File: src/rtl/mem_bit_counter_if.sv
// Control-slave and memory-master signal bundle for mem_bit_counter.
// The slave modport is the counter's view; the master modport is the CPU/memory side.
interface mem_bit_counter_if #(
  parameter int ADDR_W = 11,
  parameter int DATA_W = 32
);
  logic [1:0]        ctl_address;
  logic              ctl_chipselect;
  logic              ctl_write;
  logic [31:0]       ctl_writedata;
  logic [31:0]       ctl_readdata;
  logic [ADDR_W-1:0] mem_address;
  logic              mem_chipselect;
  logic              mem_clken;
  logic              mem_write;
  logic [3:0]        mem_byteenable;
  logic [DATA_W-1:0] mem_readdata;
  logic              irq;

  modport slave (
    input  ctl_address, ctl_chipselect, ctl_write, ctl_writedata,
    input  mem_readdata,
    output ctl_readdata, mem_address, mem_chipselect,
    output mem_clken, mem_write, mem_byteenable, irq
  );

  modport master (
    output ctl_address, ctl_chipselect, ctl_write, ctl_writedata,
    output mem_readdata,
    input  ctl_readdata, mem_address, mem_chipselect,
    input  mem_clken, mem_write, mem_byteenable, irq
  );
endinterface

File: src/rtl/mem_bit_counter.sv
// Streams a window of memory words and accumulates their set-bit count.
// Define MEM_BIT_COUNTER_IRQ_EN to implement the CTRL IRQ_EN bit and irq output.
module mem_bit_counter #(
  parameter int ADDR_W = 11,
  parameter int DATA_W = 32
) (
  input  logic             clk,
  input  logic             reset,
  mem_bit_counter_if.slave bus
);

  localparam int LEN_W = ADDR_W + 1;
  localparam int PC_W  = $clog2(DATA_W + 1);
  localparam logic [LEN_W-1:0]  MAX_LEN   = LEN_W'(1 << ADDR_W);
  localparam logic [31:0]       MAX_LEN32 = 32'(1 << ADDR_W);
  localparam logic [ADDR_W-1:0] A_ONE     = ADDR_W'(1);
  localparam logic [LEN_W-1:0]  L_ONE     = LEN_W'(1);

  typedef enum logic [1:0] {IDLE, RUN, DRAIN} state_t;

  state_t            state_q, state_d;
  logic [ADDR_W-1:0] base_q, addr_q;
  logic [LEN_W-1:0]  len_q, cnt_q;
  logic [31:0]       result_q;
  logic              done_q;
  logic              valid_q;
  logic              irq_en;
  logic              busy, issue, drain;

  logic wr_en, ctrl_wr, base_wr, len_wr, start;

  assign wr_en   = bus.ctl_chipselect & bus.ctl_write;
  assign ctrl_wr = wr_en && (bus.ctl_address == 2'd0);
  assign base_wr = wr_en && (bus.ctl_address == 2'd1) && !busy;
  assign len_wr  = wr_en && (bus.ctl_address == 2'd2) && !busy;
  assign start   = ctrl_wr && bus.ctl_writedata[0] && !busy;

  function automatic logic [PC_W-1:0] popcount(input logic [DATA_W-1:0] w);
    popcount = '0;
    for (int i = 0; i < DATA_W; i++)
      popcount = popcount + PC_W'(w[i]);
  endfunction

  always_ff @(posedge clk or posedge reset) begin
    if (reset) state_q <= IDLE;
    else       state_q <= state_d;
  end

  always_comb begin
    state_d = state_q;
    unique case (state_q)
      IDLE:    if (start) state_d = (len_q == '0) ? DRAIN : RUN;
      RUN:     if (cnt_q == L_ONE) state_d = DRAIN;
      DRAIN:   state_d = IDLE;
      default: state_d = IDLE;
    endcase
  end

  always_comb begin
    busy  = 1'b0;
    issue = 1'b0;
    drain = 1'b0;
    unique case (state_q)
      IDLE:    ;
      RUN:     begin busy = 1'b1; issue = 1'b1; end
      DRAIN:   begin busy = 1'b1; drain = 1'b1; end
      default: ;
    endcase
  end

  always_ff @(posedge clk or posedge reset) begin
    if (reset) begin
      base_q   <= '0;
      len_q    <= '0;
      addr_q   <= '0;
      cnt_q    <= '0;
      result_q <= '0;
      done_q   <= 1'b0;
      valid_q  <= 1'b0;
    end else begin
      valid_q <= issue;
      if (base_wr) base_q <= bus.ctl_writedata[ADDR_W-1:0];
      if (len_wr)
        len_q <= (bus.ctl_writedata > MAX_LEN32)
               ? MAX_LEN : bus.ctl_writedata[LEN_W-1:0];
      if (start) begin
        addr_q   <= base_q;
        cnt_q    <= len_q;
        result_q <= '0;
      end else begin
        if (issue) begin
          addr_q <= addr_q + A_ONE;
          cnt_q  <= cnt_q - L_ONE;
        end
        if (valid_q)
          result_q <= result_q + 32'(popcount(bus.mem_readdata));
      end
      // completion outranks a same-cycle software clear
      if (drain)
        done_q <= 1'b1;
      else if (start || (ctrl_wr && bus.ctl_writedata[1]))
        done_q <= 1'b0;
    end
  end

`ifdef MEM_BIT_COUNTER_IRQ_EN
  logic irq_en_q;
  always_ff @(posedge clk or posedge reset) begin
    if (reset)        irq_en_q <= 1'b0;
    else if (ctrl_wr) irq_en_q <= bus.ctl_writedata[2];
  end
  assign irq_en  = irq_en_q;
  assign bus.irq = done_q & irq_en_q;
`else
  assign irq_en  = 1'b0;
  assign bus.irq = 1'b0;
`endif

  always_comb begin
    bus.ctl_readdata = '0;
    unique case (bus.ctl_address)
      2'd0: bus.ctl_readdata[2:0]        = {irq_en, done_q, busy};
      2'd1: bus.ctl_readdata[ADDR_W-1:0] = base_q;
      2'd2: bus.ctl_readdata[LEN_W-1:0]  = len_q;
      2'd3: bus.ctl_readdata             = result_q;
      default: ;
    endcase
  end

  assign bus.mem_address    = addr_q;
  assign bus.mem_chipselect = issue;
  assign bus.mem_clken      = 1'b1;
  assign bus.mem_write      = 1'b0;
  assign bus.mem_byteenable = 4'hF;

endmodule

File: src/flat_wrapper.sv
// flat-port wrapper written by rule: the top's interface ports become plain ports
module mem_bit_counter_flat 
#(
  parameter int ADDR_W = 11,
  parameter int DATA_W = 32
)
  (clk, reset, bus_ctl_address, bus_ctl_chipselect, bus_ctl_write, bus_ctl_writedata, bus_mem_readdata, bus_ctl_readdata, bus_mem_address, bus_mem_chipselect, bus_mem_clken, bus_mem_write, bus_mem_byteenable, bus_irq);
  mem_bit_counter_if #(.ADDR_W(ADDR_W), .DATA_W(DATA_W)) bus_i ();
  input  logic clk;
  input  logic reset;
  input wire logic [$bits(bus_i.ctl_address)-1:0] bus_ctl_address;
  input wire logic [$bits(bus_i.ctl_chipselect)-1:0] bus_ctl_chipselect;
  input wire logic [$bits(bus_i.ctl_write)-1:0] bus_ctl_write;
  input wire logic [$bits(bus_i.ctl_writedata)-1:0] bus_ctl_writedata;
  input wire logic [$bits(bus_i.mem_readdata)-1:0] bus_mem_readdata;
  output wire logic [$bits(bus_i.ctl_readdata)-1:0] bus_ctl_readdata;
  output wire logic [$bits(bus_i.mem_address)-1:0] bus_mem_address;
  output wire logic [$bits(bus_i.mem_chipselect)-1:0] bus_mem_chipselect;
  output wire logic [$bits(bus_i.mem_clken)-1:0] bus_mem_clken;
  output wire logic [$bits(bus_i.mem_write)-1:0] bus_mem_write;
  output wire logic [$bits(bus_i.mem_byteenable)-1:0] bus_mem_byteenable;
  output wire logic [$bits(bus_i.irq)-1:0] bus_irq;
  assign bus_i.ctl_address = bus_ctl_address;
  assign bus_i.ctl_chipselect = bus_ctl_chipselect;
  assign bus_i.ctl_write = bus_ctl_write;
  assign bus_i.ctl_writedata = bus_ctl_writedata;
  assign bus_i.mem_readdata = bus_mem_readdata;
  assign bus_ctl_readdata = bus_i.ctl_readdata;
  assign bus_mem_address = bus_i.mem_address;
  assign bus_mem_chipselect = bus_i.mem_chipselect;
  assign bus_mem_clken = bus_i.mem_clken;
  assign bus_mem_write = bus_i.mem_write;
  assign bus_mem_byteenable = bus_i.mem_byteenable;
  assign bus_irq = bus_i.irq;
  mem_bit_counter #(.ADDR_W(ADDR_W), .DATA_W(DATA_W)) u_core (.clk(clk), .reset(reset), .bus(bus_i));
endmodule
File: config.mk
export PLATFORM = sky130hd
export DESIGN_NAME = mem_bit_counter_flat
export DESIGN_NICKNAME = d
export VERILOG_FILES = /design/src/rtl/mem_bit_counter_if.sv /design/src/rtl/mem_bit_counter.sv /design/src/flat_wrapper.sv
export SDC_FILE = /design/constraint.sdc
export NUM_CORES = 1
export LEC_CHECK = 0
export BUFFER_PORTS_ARGS = -buffer_cell sky130_fd_sc_hd__buf_2
export CAP_MARGIN = 20
export CORE_ASPECT_RATIO = 1.25
export CORE_MARGIN = 5
export CORE_UTILIZATION = 25
export CTS_CLUSTER_DIAMETER = 120
export CTS_CLUSTER_SIZE = 28
export DETAILED_ROUTE_END_ITERATION = 8
export SYNTH_ARGS = -nofsm -noshare
export SYNTH_HDL_FRONTEND = slang
export SYNTH_SLANG_ARGS = --single-unit
File: constraint.sdc
create_clock -name clk -period 5.6 [get_ports clk]
set_input_delay 0.56 -clock clk [delete_from_list [all_inputs] [get_ports clk]]
set_output_delay 0.56 -clock clk [all_outputs]
set_load 0.02 [all_outputs]
==> results.ini, run 1 <==
[synth]
ys.warnings.count=0
synthTopCellsByCount=dfrtp_1, inv_1, nand2_1, nor2_1, o21ai_0
async_flop_share_pct=100
ys.flop_type=dfrtp_1
synth_top_area_share_pct=36.6
synth_edf_count=0
ys_ff_latch=82
avgSynthCellArea_sq_um=9.65
synth_area_leaders=dfrtp_1, fa_1, ha_1, xor2_1, inv_1
yosysTopAreaCell=dfrtp_1
yosysUniqueCellTypes=57
yosysSeqAreaShare_pct=36.6
synth.most_common_cell=dfrtp_1
postSynthCellCount=581
netlist_area_sq_um=5610

[finish]
area_delta_synth_final_pct=25.4
antennaDiodeCount=0
multi_input_area_sq_um=3310
fillers=2273
drive_above_1_share_pct=30.5
nets=821
regArea_sq_um=2050

[clock_network]
cts_sinks=82
clock_latency_ns=0.34
cts_tree=built
cts_hold_buffers=0
cts-root-buf=clkbuf_16
cts.path.max_buffers=2
cts.htree.levels=3
cts_buffers=9
cts.clk_slew.worst_paths_ns=0.06

[power_and_ir_drop]
p_leak_nw=3.44
ir_worst_vdd_uv=632
power_frac_seq_pct=15.9
power_switching_mw=2.35
p_int_mw=3.14
sw_frac_of_total_pct=42.8
power_frac_comb_pct=73.3
power_frac_clock_pct=10.9
powerDensity_nw_per_um2=780

[worst_setup_path]
critPathRequiredTime_ns=5.86
start_kind=primary input
path_class=in2reg
worst_ep_arrival_time_ns=6.29
timing.rr.start=u_core.state_q[1]
worstPathMaxFanout=4
path_delay_family=adder cells
cpMaxStageDelayCell=fa_1
end_kind=flop
crit_path_frequent_cell=fa_1
crit_start=bus_mem_readdata[1]
cp_num_buf_inv=4
path_cells=buf_6, ha_4, inv_2, fa_1, fa_1, fa_1, fa_1, fa_1, fa_1, fa_2, fa_2, inv_2, a21o_1, a21oi_2, xnor2_1, ha_1, buf_4, nand3_2, a21oi_4, o211ai_1, or3_1, a21oi_1
slowest_delay_ns=0.52

[floorplanning]
start_util_pct=25.2
dieArea_sq_um=25500
fp.coreArea_sq_um=22200
chipWidth_um=144
die_y_um=177
io_pins=121
rows=61

[placement]
dp_hpwl_um=11400
finalWeightedCongestion=0.833
port-buffer-count=113
dp_slack_ns=-0.868

[detailed_routing]
route.met3.wl_um=560
top_layer_used=met4
viasPerCell=4.62
drc_errors=0
drt-initial-drc-count=186
drt-met1-wl_um=6040
final_antenna_net_count=0
route.met2.wl_um=7790
wirelength_um=14600
avgRoutedWirePerCell_um=14.8
dr_total_vias=4582
dr.pass1.iters=4

[grt]
overflow=0
grt_pass1_vias=4607
antenna_found_initial=0
grt.total_usage_pct=11.7
grt_max_degree=76
grt_pass1_wl_um=23800

[sta]
period_needed_ns=6.03
setup_viol=28
max_slew.worst_pin.slew_ns=0.907
whs_ns=0.123
hold_viol_final=0
rsz0062_at_grt=yes
slew_violations=0
maxSlewHeadroom_pct=39.6
max_freq_mhz=166
worst_slack_ns=-0.435
fin_crit_sh_pct=108
skew_ns=0.00994

[flow_run]
cap_viol_max_count=0

[hold_path]
hold_class=in2async

[run_status]
status=complete, but fails checks
violations=negative setup slack

[final timing paths]
path,end,slack [ns],cells after the start
min,u_core.result_q[21],0.12,2
max,u_core.result_q[26],-0.43,22
max reg2reg,u_core.cnt_q[11],3.13,7
min reg2reg,u_core.bus.mem_address[6],0.51,2
min in group clk,u_core.len_q[8],0.49,2
max in group asynchronous,u_core.done_q,4.32,3
[metrics by stage]
stage	cells	area, sq um	setup TNS [ns]	total power, mW	util [%]
floorplan	586	5700	-9.83	3.26	-
global placement	973	6620	-19.74	4.31	29.8
detailed placement	973	6620	-22.21	4.40	29.8
CTS	992	7020	-9.45	5.51	31.6
global route	992	7030	-16.07	6.02	31.7
finish	992	7030	-8.91	5.49	31.7
[power by group through the flow]
stage / Combinational (mW) / Clock, mW / Sequential (mW)
6_report: 4.02 / 0.597 / 0.870
5_1_grt: 4.50 / 0.632 / 0.888
4_1_cts: 4.03 / 0.608 / 0.872
3_5_place_dp: 3.52 / 0 / 0.880
3_3_place_gp: 3.43 / 0 / 0.878
2_1_floorplan: 2.39 / 0 / 0.871
[cells in the final DEF, fill, tap and decap left out, types with 7 or more instances in the layout]
master	netlist	routed
a21oi_1	14	9
a22o_1	20	20
and3_1	21	20
buf_2	4	111
buf_4	8	25
clkbuf_16	0	9
conb_1	2	7
dfrtp_1	82	82
fa_1	25	22
ha_1	22	20
inv_1	62	58
mux2_2	20	20
mux2i_1	7	7
nand2_1	42	39
nand3_1	22	21
nand4_1	9	9
nor2_1	36	36
nor2b_1	7	7
nor3_1	10	10
nor4_1	12	12
o21ai_0	33	29
or3_1	8	8
xnor2_1	14	13
xor2_1	30	30
[registers in the layout, indices dropped and copies added, names as in the netlist]
register	count
u_core.cnt_q	12
u_core.valid_q	1
u_core.len_q	12
u_core.done_q	1
u_core.bus.mem_address	11
u_core.result_q	32
u_core.state_q	2
u_core.base_q	11
[layout make-up]
type,instances,share of cell area (%)
clock inverter,7,1.07
sequential,82,29.2
multi-input combinational,409,47.0
clock buffer,9,3.20
inverter,62,3.33
timing repair buffer,140,11.2
tap,283,5.03
[routing by layer]
layer,track usage (%),vias up
met5,0,-
met4,3.81,0
met3,2.02,15
met2,20.5,95
met1,14.5,2241
li1,-,2231
[kinds of logic (layout without fill, tap and decap cells)]
kind of cell	count (synthesis)	count (layout)	synth area share (%)
simple gates	188	188	18.4
buf+inv	95	218	7.25
compound gates	94	94	10.9
flops	82	82	36.6
fa+ha+maj	47	47	13.8
xor+xnor	44	44	6.87
mux	29	29	6.07
other cells	2	7	0.134
[repair_timing]
item | CTS | global route
resized for setup | 14 | 5
pin swaps | 10 | 2
endpoints found under the setup margin | 29 | 29
buffers inserted | 3 | 0
(Power assumes the default switching activity.)
==> run 2: changes to the inputs <==
--- a/config.mk
+++ b/config.mk
@@ -13,6 +13,7 @@
 export CTS_CLUSTER_DIAMETER = 120
 export CTS_CLUSTER_SIZE = 28
 export DETAILED_ROUTE_END_ITERATION = 8
+export RECOVER_POWER = 100
 export SYNTH_ARGS = -nofsm -noshare
 export SYNTH_HDL_FRONTEND = slang
 export SYNTH_SLANG_ARGS = --single-unit
==> results.ini, run 2 (synthesis gave the netlist of run 1 again) <==
[run_status]
status=complete, but fails checks
violations=max-capacitance violations, max-slew violations, negative setup slack

[detailed_routing]
dr_total_vias=4572
final_antenna_net_count=0
avgRoutedWirePerCell_um=14.8
dr.pass1.iters=5
drt-initial-drc-count=167
viasPerCell=4.61
drc_errors=0
wirelength_um=14700

[finish]
nets=821
largest_reg_flops=32
regMostFlops=u_core.result_q
final_cell_mix=dfrtp_1, buf_2, inv_1, clkbuf_1, nand2_1
final_common_cell=dfrtp_1
antennaDiodeCount=0
top_regs=u_core.result_q: 32 flops, u_core.cnt_q: 12 flops, u_core.len_q: 12 flops
fin_util_pct=31.3
area_delta_synth_final_pct=24.1
fillers=2300
drive_above_1_share_pct=23.8

[sta]
period_needed_ns=6.03
max_freq_mhz=166
maxSlewHeadroom_pct=-153
setup_viol=29
skew_ns=0.00957
max_slew.worst_pin.slew_ns=3.80
worst_slack_ns=-0.428
slew_violations=71
hold_viol_final=0
finalSetupTns_ns=-8.94
fin_crit_sh_pct=108
rsz0062_at_grt=yes

[placement]
finalWeightedCongestion=0.833
dp_slack_ns=-0.868
dp_hpwl_um=11400
port-buffer-count=113

[grt]
grt_pass1_vias=4607
antenna_found_initial=0
grt_pass1_wl_um=23800
grt.total_usage_pct=11.7
overflow=0
grt_max_degree=76

[worst_setup_path]
end_kind=flop
cp_num_cells=22
regToRegEndpoint=u_core.len_q[9]
path_delay_family=adder cells
ff2ff_setup_slack_ns=2.88
path_class=in2reg
timing.rr.start=u_core.state_q[1]
worst_ep_arrival_time_ns=6.28
cpMaxStageDelayCell=fa_1
slowest_delay_ns=0.52
cp_num_buf_inv=4
ff2ff_path_depth=8
worstPathMaxFanout=4
critPathRequiredTime_ns=5.86
crit_path_frequent_cell=fa_1
start_kind=primary input
path_cells=buf_6, ha_4, inv_2, fa_1, fa_1, fa_1, fa_1, fa_1, fa_1, fa_2, fa_2, inv_2, a21o_1, a21oi_2, xnor2_1, ha_1, buf_4, nand3_2, a21oi_4, o211ai_1, or3_1, a21oi_1

[clock_network]
cts-root-buf=clkbuf_16
clock_latency_ns=0.34
cts_sinks=82
cts_buffers=9
cts.path.max_buffers=2
cts.clk_slew.worst_paths_ns=0.06
cts.htree.levels=3
cts_hold_buffers=0
cts_tree=built

[floorplanning]
io_pins=121
chipWidth_um=144
start_util_pct=25.2
die_y_um=177
rows=61
dieArea_sq_um=25500
fp.coreArea_sq_um=22200

[flow_run]
cap_viol_max_count=1

[power_and_ir_drop]
powerDensity_nw_per_um2=776
ir_worst_vdd_uv=632
p_leak_nw=3.25

[hold_path]
hold_class=in2async

## run 2: cell count changes in the layout (fill, tap and decap cells not counted)
cell        change
clkbuf_1       +47
buf_4           -2
buf_2          -45
clkinvlp_2      +1
xnor2_2         +1
clkinv_2        -1
xnor2_4         -1
## run 2: area by class of cell
| class | instances | area, sq um | share of cell area [%] |
|---|---|---|---|
| Multi-Input combinational cell | 409 | 3290 | 47.3 |
| Sequential cell | 82 | 2050 | 29.5 |
| Tap cell | 283 | 354 | 5.09 |
| Timing Repair Buffer | 140 | 724 | 10.4 |
| Inverter | 62 | 234 | 3.36 |
| Clock inverter | 7 | 75.1 | 1.08 |
| Clock buffer | 9 | 225 | 3.24 |
## run 2: worst max-delay path by stage
stage | startpoint | to | slack (ns)
after floorplan | bus_mem_readdata[1] | u_core.result_q[31] | -0.56
after global placement | bus_mem_readdata[1] | u_core.result_q[31] | -0.77
after detailed placement | bus_mem_readdata[1] | u_core.result_q[28] | -0.87
after CTS | bus_mem_readdata[1] | u_core.result_q[31] | -0.45
after global routing | bus_mem_readdata[1] | u_core.result_q[19] | -0.72
final | bus_mem_readdata[1] | u_core.result_q[26] | -0.43
## run 2: metrics by stage
| step | power [mW] | instances | instance area [sq um] | hold slack [ns] |
|---|---|---|---|---|
| global placement | 4.31 | 973 | 6620 | 0.486 |
| floorplan | 3.26 | 586 | 5700 | 0.462 |
| finish | 5.40 | 992 | 6960 | 0.244 |
| detailed placement | 4.40 | 973 | 6620 | 0.492 |
| CTS | 5.51 | 992 | 7020 | 0.128 |
| global route | 5.94 | 992 | 6960 | 0.285 |
## run 2: routing by layer
layer	wire (um)	track usage, %	vias to the layer above
li1	-	-	2226
met1	6070	14.5	2227
met4	256	3.81	0
met3	571	2.02	14
met2	7790	20.5	105
met5	0	0	-
## run 2: worst register-to-register path, cell delays in order (launching register included)
cell      delay [ns]
dfrtp_1         0.37
inv_1           0.07
ha_1            0.31
nor2_1          0.18
nand4_1         0.52
nor3_1          0.34
a21boi_0        0.20
clkbuf_1        0.44
a22o_1          0.22
## run 2: report_power, final
part | switching, mW | internal (mW)
sequential | 0.132 | 0.739
clock | 0.250 | 0.348
combinational | 1.94 | 1.99
total | 2.32 | 3.07
## run 2: repair_timing
| item | CTS | global route |
|---|---|---|
| buffers inserted | 3 | 0 |
| pin swaps | 10 | 2 |
| resized for setup | 14 | 5 |
| endpoints found under the setup margin | 29 | 29 |
==> run 3: changes to the inputs <==
--- a/config.mk
+++ b/config.mk
@@ -5,6 +5,7 @@
 export SDC_FILE = /design/constraint.sdc
 export NUM_CORES = 1
 export LEC_CHECK = 0
+export ABC_AREA = 1
 export BUFFER_PORTS_ARGS = -buffer_cell sky130_fd_sc_hd__buf_2
 export CAP_MARGIN = 20
 export CORE_ASPECT_RATIO = 1.25
==> results.ini, run 3 <==
[run_status]
status=complete, but fails checks
violations=max-capacitance violations, max-slew violations, negative setup slack

[power_and_ir_drop]
ir_worst_vdd_uv=454
power_switching_mw=2.62
power_frac_clock_pct=12.8
sw_frac_of_total_pct=47.9
p_leak_nw=3.82
powerDensity_nw_per_um2=717
power_frac_comb_pct=67.6
p_int_mw=2.85
total_power_mw=5.47
power_frac_seq_pct=19.6

[sta]
maxSlewHeadroom_pct=-136
period_needed_ns=5.68
skew_ns=0.0115
worst_slack_ns=-0.0789
setup_viol=7
hold_viol_final=0
slew_violations=64
max_slew.worst_pin.slew_ns=3.54
finalSetupTns_ns=-0.373
fin_crit_sh_pct=101
max_freq_mhz=176
rsz0062_at_grt=yes

[clock_network]
cts_sinks=82
cts-root-buf=clkbuf_16
cts_hold_buffers=0
cts.htree.levels=3
cts.clk_slew.worst_paths_ns=0.06
cts_tree=built
clock_latency_ns=0.35
cts_buffers=9
cts.path.max_buffers=2

[synth]
ys_ff_latch=82
yosysUniqueCellTypes=42
synthTopCellsByCount=nand2_1, inv_1, nor2_1, dfrtp_1, nand3_1
ys.warnings.count=0
synth_edf_count=0
synth_area_leaders=dfrtp_1, nand2_1, inv_1, fa_1, nor2_1
avgSynthCellArea_sq_um=7.24
synth_top_area_share_pct=33.2
netlist_area_sq_um=6180
async_flop_share_pct=100
yosysTopAreaCell=dfrtp_1
ys.flop_type=dfrtp_1
synth.most_common_cell=nand2_1
yosysSeqAreaShare_pct=33.2
postSynthCellCount=854

[worst_setup_path]
cpMaxStageDelayCell=fa_1
path_delay_family=adder cells
cp_num_buf_inv=3
slowest_delay_ns=0.51
path_class=in2reg
crit_path_frequent_cell=fa_1
start_kind=primary input
end_kind=flop
worst_ep_arrival_time_ns=5.91
path_cells=buf_6, ha_4, inv_2, fa_1, fa_1, fa_1, fa_1, fa_1, fa_1, fa_2, fa_2, o21ai_2, xor2_1, ha_1, nand2_1, nand2_2, a21oi_2, nand2_2, buf_4, nand2_1, nand2_1, nand4_1, nand2_1
worstPathMaxFanout=5
critPathRequiredTime_ns=5.83

[detailed_routing]
drt-initial-drc-count=348
final_antenna_net_count=0
dr_total_vias=5822
avgRoutedWirePerCell_um=13.7
wirelength_um=17900
drc_errors=0
viasPerCell=4.45
dr.pass1.iters=5

[floorplanning]
chipWidth_um=151
rows=64
start_util_pct=25.3
dieArea_sq_um=28000
fp.coreArea_sq_um=24400
io_pins=121
die_y_um=186

[finish]
largest_reg_flops=32
drive_above_1_share_pct=19.0
final_cell_mix=nand2_1, inv_1, nor2_1, dfrtp_1, buf_2
final_cell_area_sq_um=7630
regArea_sq_um=2050
fillers=2649
multi_input_area_sq_um=3540
final_common_cell=nand2_1
antennaDiodeCount=0
final_cells=1307
area_delta_synth_final_pct=23.4
nets=1089
top_regs=u_core.result_q: 32 flops, u_core.cnt_q: 12 flops, u_core.len_q: 12 flops
regMostFlops=u_core.result_q

[grt]
grt_max_degree=64
antenna_found_initial=0
grt_pass1_vias=5830
overflow=0
grt_pass1_wl_um=29400
grt.total_usage_pct=13.2

[placement]
dp.cells=1289
dpl_cell_area_sq_um=7200
dp_hpwl_um=14100
dp_slack_ns=-0.509
finalWeightedCongestion=0.882
port-buffer-count=113

[flow_run]
cap_viol_max_count=1

[hold_path]
hold_class=in2async

-- run 3: cell types whose count changed in the layout (fill, tap and decap cells not counted), moves of 13 or more --
cell	change
clkbuf_1	-13
inv_1	+96
xor2_1	-19
and3_1	-20
o221ai_1	+16
nand2_1	+135
nor2_1	+88
mux2_2	-20
a22o_1	-20
buf_2	+13
nand3_1	+33
-- run 3: final timing paths --
kind / startpoint / endpoint / slack (ns) / cells after the start
worst max-delay path: bus_mem_readdata[1] / u_core.result_q[23] / -0.08 / 23
worst min-delay path: reset / u_core.result_q[30] / 0.38 / 2
worst max register to register: u_core.state_q[0] / u_core.result_q[21] / 3.13 / 9
worst min register to register: u_core.len_q[3] / u_core.len_q[3] / 0.48 / 2
max in group asynchronous: reset / u_core.len_q[8] / 1.40 / 3
min in group clk: u_core.len_q[3] / u_core.len_q[3] / 0.48 / 2
-- run 3: stage by stage --
stage | hold slack [ns] | utilization (%)
after floorplan | 0.449 | -
after global placement | 0.463 | 29.3
after detailed placement | 0.467 | 29.5
after CTS | 0.186 | 31.1
after global routing | 0.437 | 31.2
final | 0.383 | 31.2
-- run 3: final cells by class --
cell class	count	share of cell area, %
Tap cell	330	5.41
Clock buffer	9	2.95
Sequential cell	82	26.9
Clock inverter	7	1.59
Inverter	167	8.27
Timing Repair Buffer	128	8.43
Multi-Input combinational cell	584	46.5
-- run 3: worst register-to-register path, delay by kind of cell (launching register included) --
kind,cells,cell delay [ns]
adders and majority gates,1,0.35
buffers and inverters,3,0.61
and+or+nand+nor,5,1.03
DFF,1,0.35
-- run 3: timing repair --
item	4_1_cts	5_1_grt
setup endpoints to repair	27	28
setup buffers	0	2
resized for setup	12	24
pin swaps	6	13
-- run 3: kinds of logic after synthesis --
family          after synthesis  synth area share (%)
other cells                   2                 0.121
flops                        82                  33.2
simple gates                421                  29.9
compound gates               93                  9.39
xor+xnor                     16                  2.27
fa+ha+maj                    47                  12.5
buf+inv                     193                  12.6
-- run 3: layer usage --
| layer | part of all wire (%) | vias up | GRT usage, % |
|---|---|---|---|
| li1 | - | 2901 | - |
| met5 | 0 | - | 0 |
| met3 | 5.6 | 25 | 3.02 |
| met1 | 42 | 2749 | 16.1 |
| met4 | 2.1 | 0 | 3.48 |
| met2 | 51 | 147 | 23.2 |
-- run 3: power groups by stage --
stage | clock network (mW) | registers, mW | logic, mW
finish | 0.702 | 1.07 | 3.70
global route | 0.736 | 1.11 | 4.18
CTS | 0.718 | 1.07 | 3.50
detailed placement | 0 | 1.08 | 3.39
global placement | 0 | 1.07 | 3.34
floorplan | 0 | 1.02 | 2.38
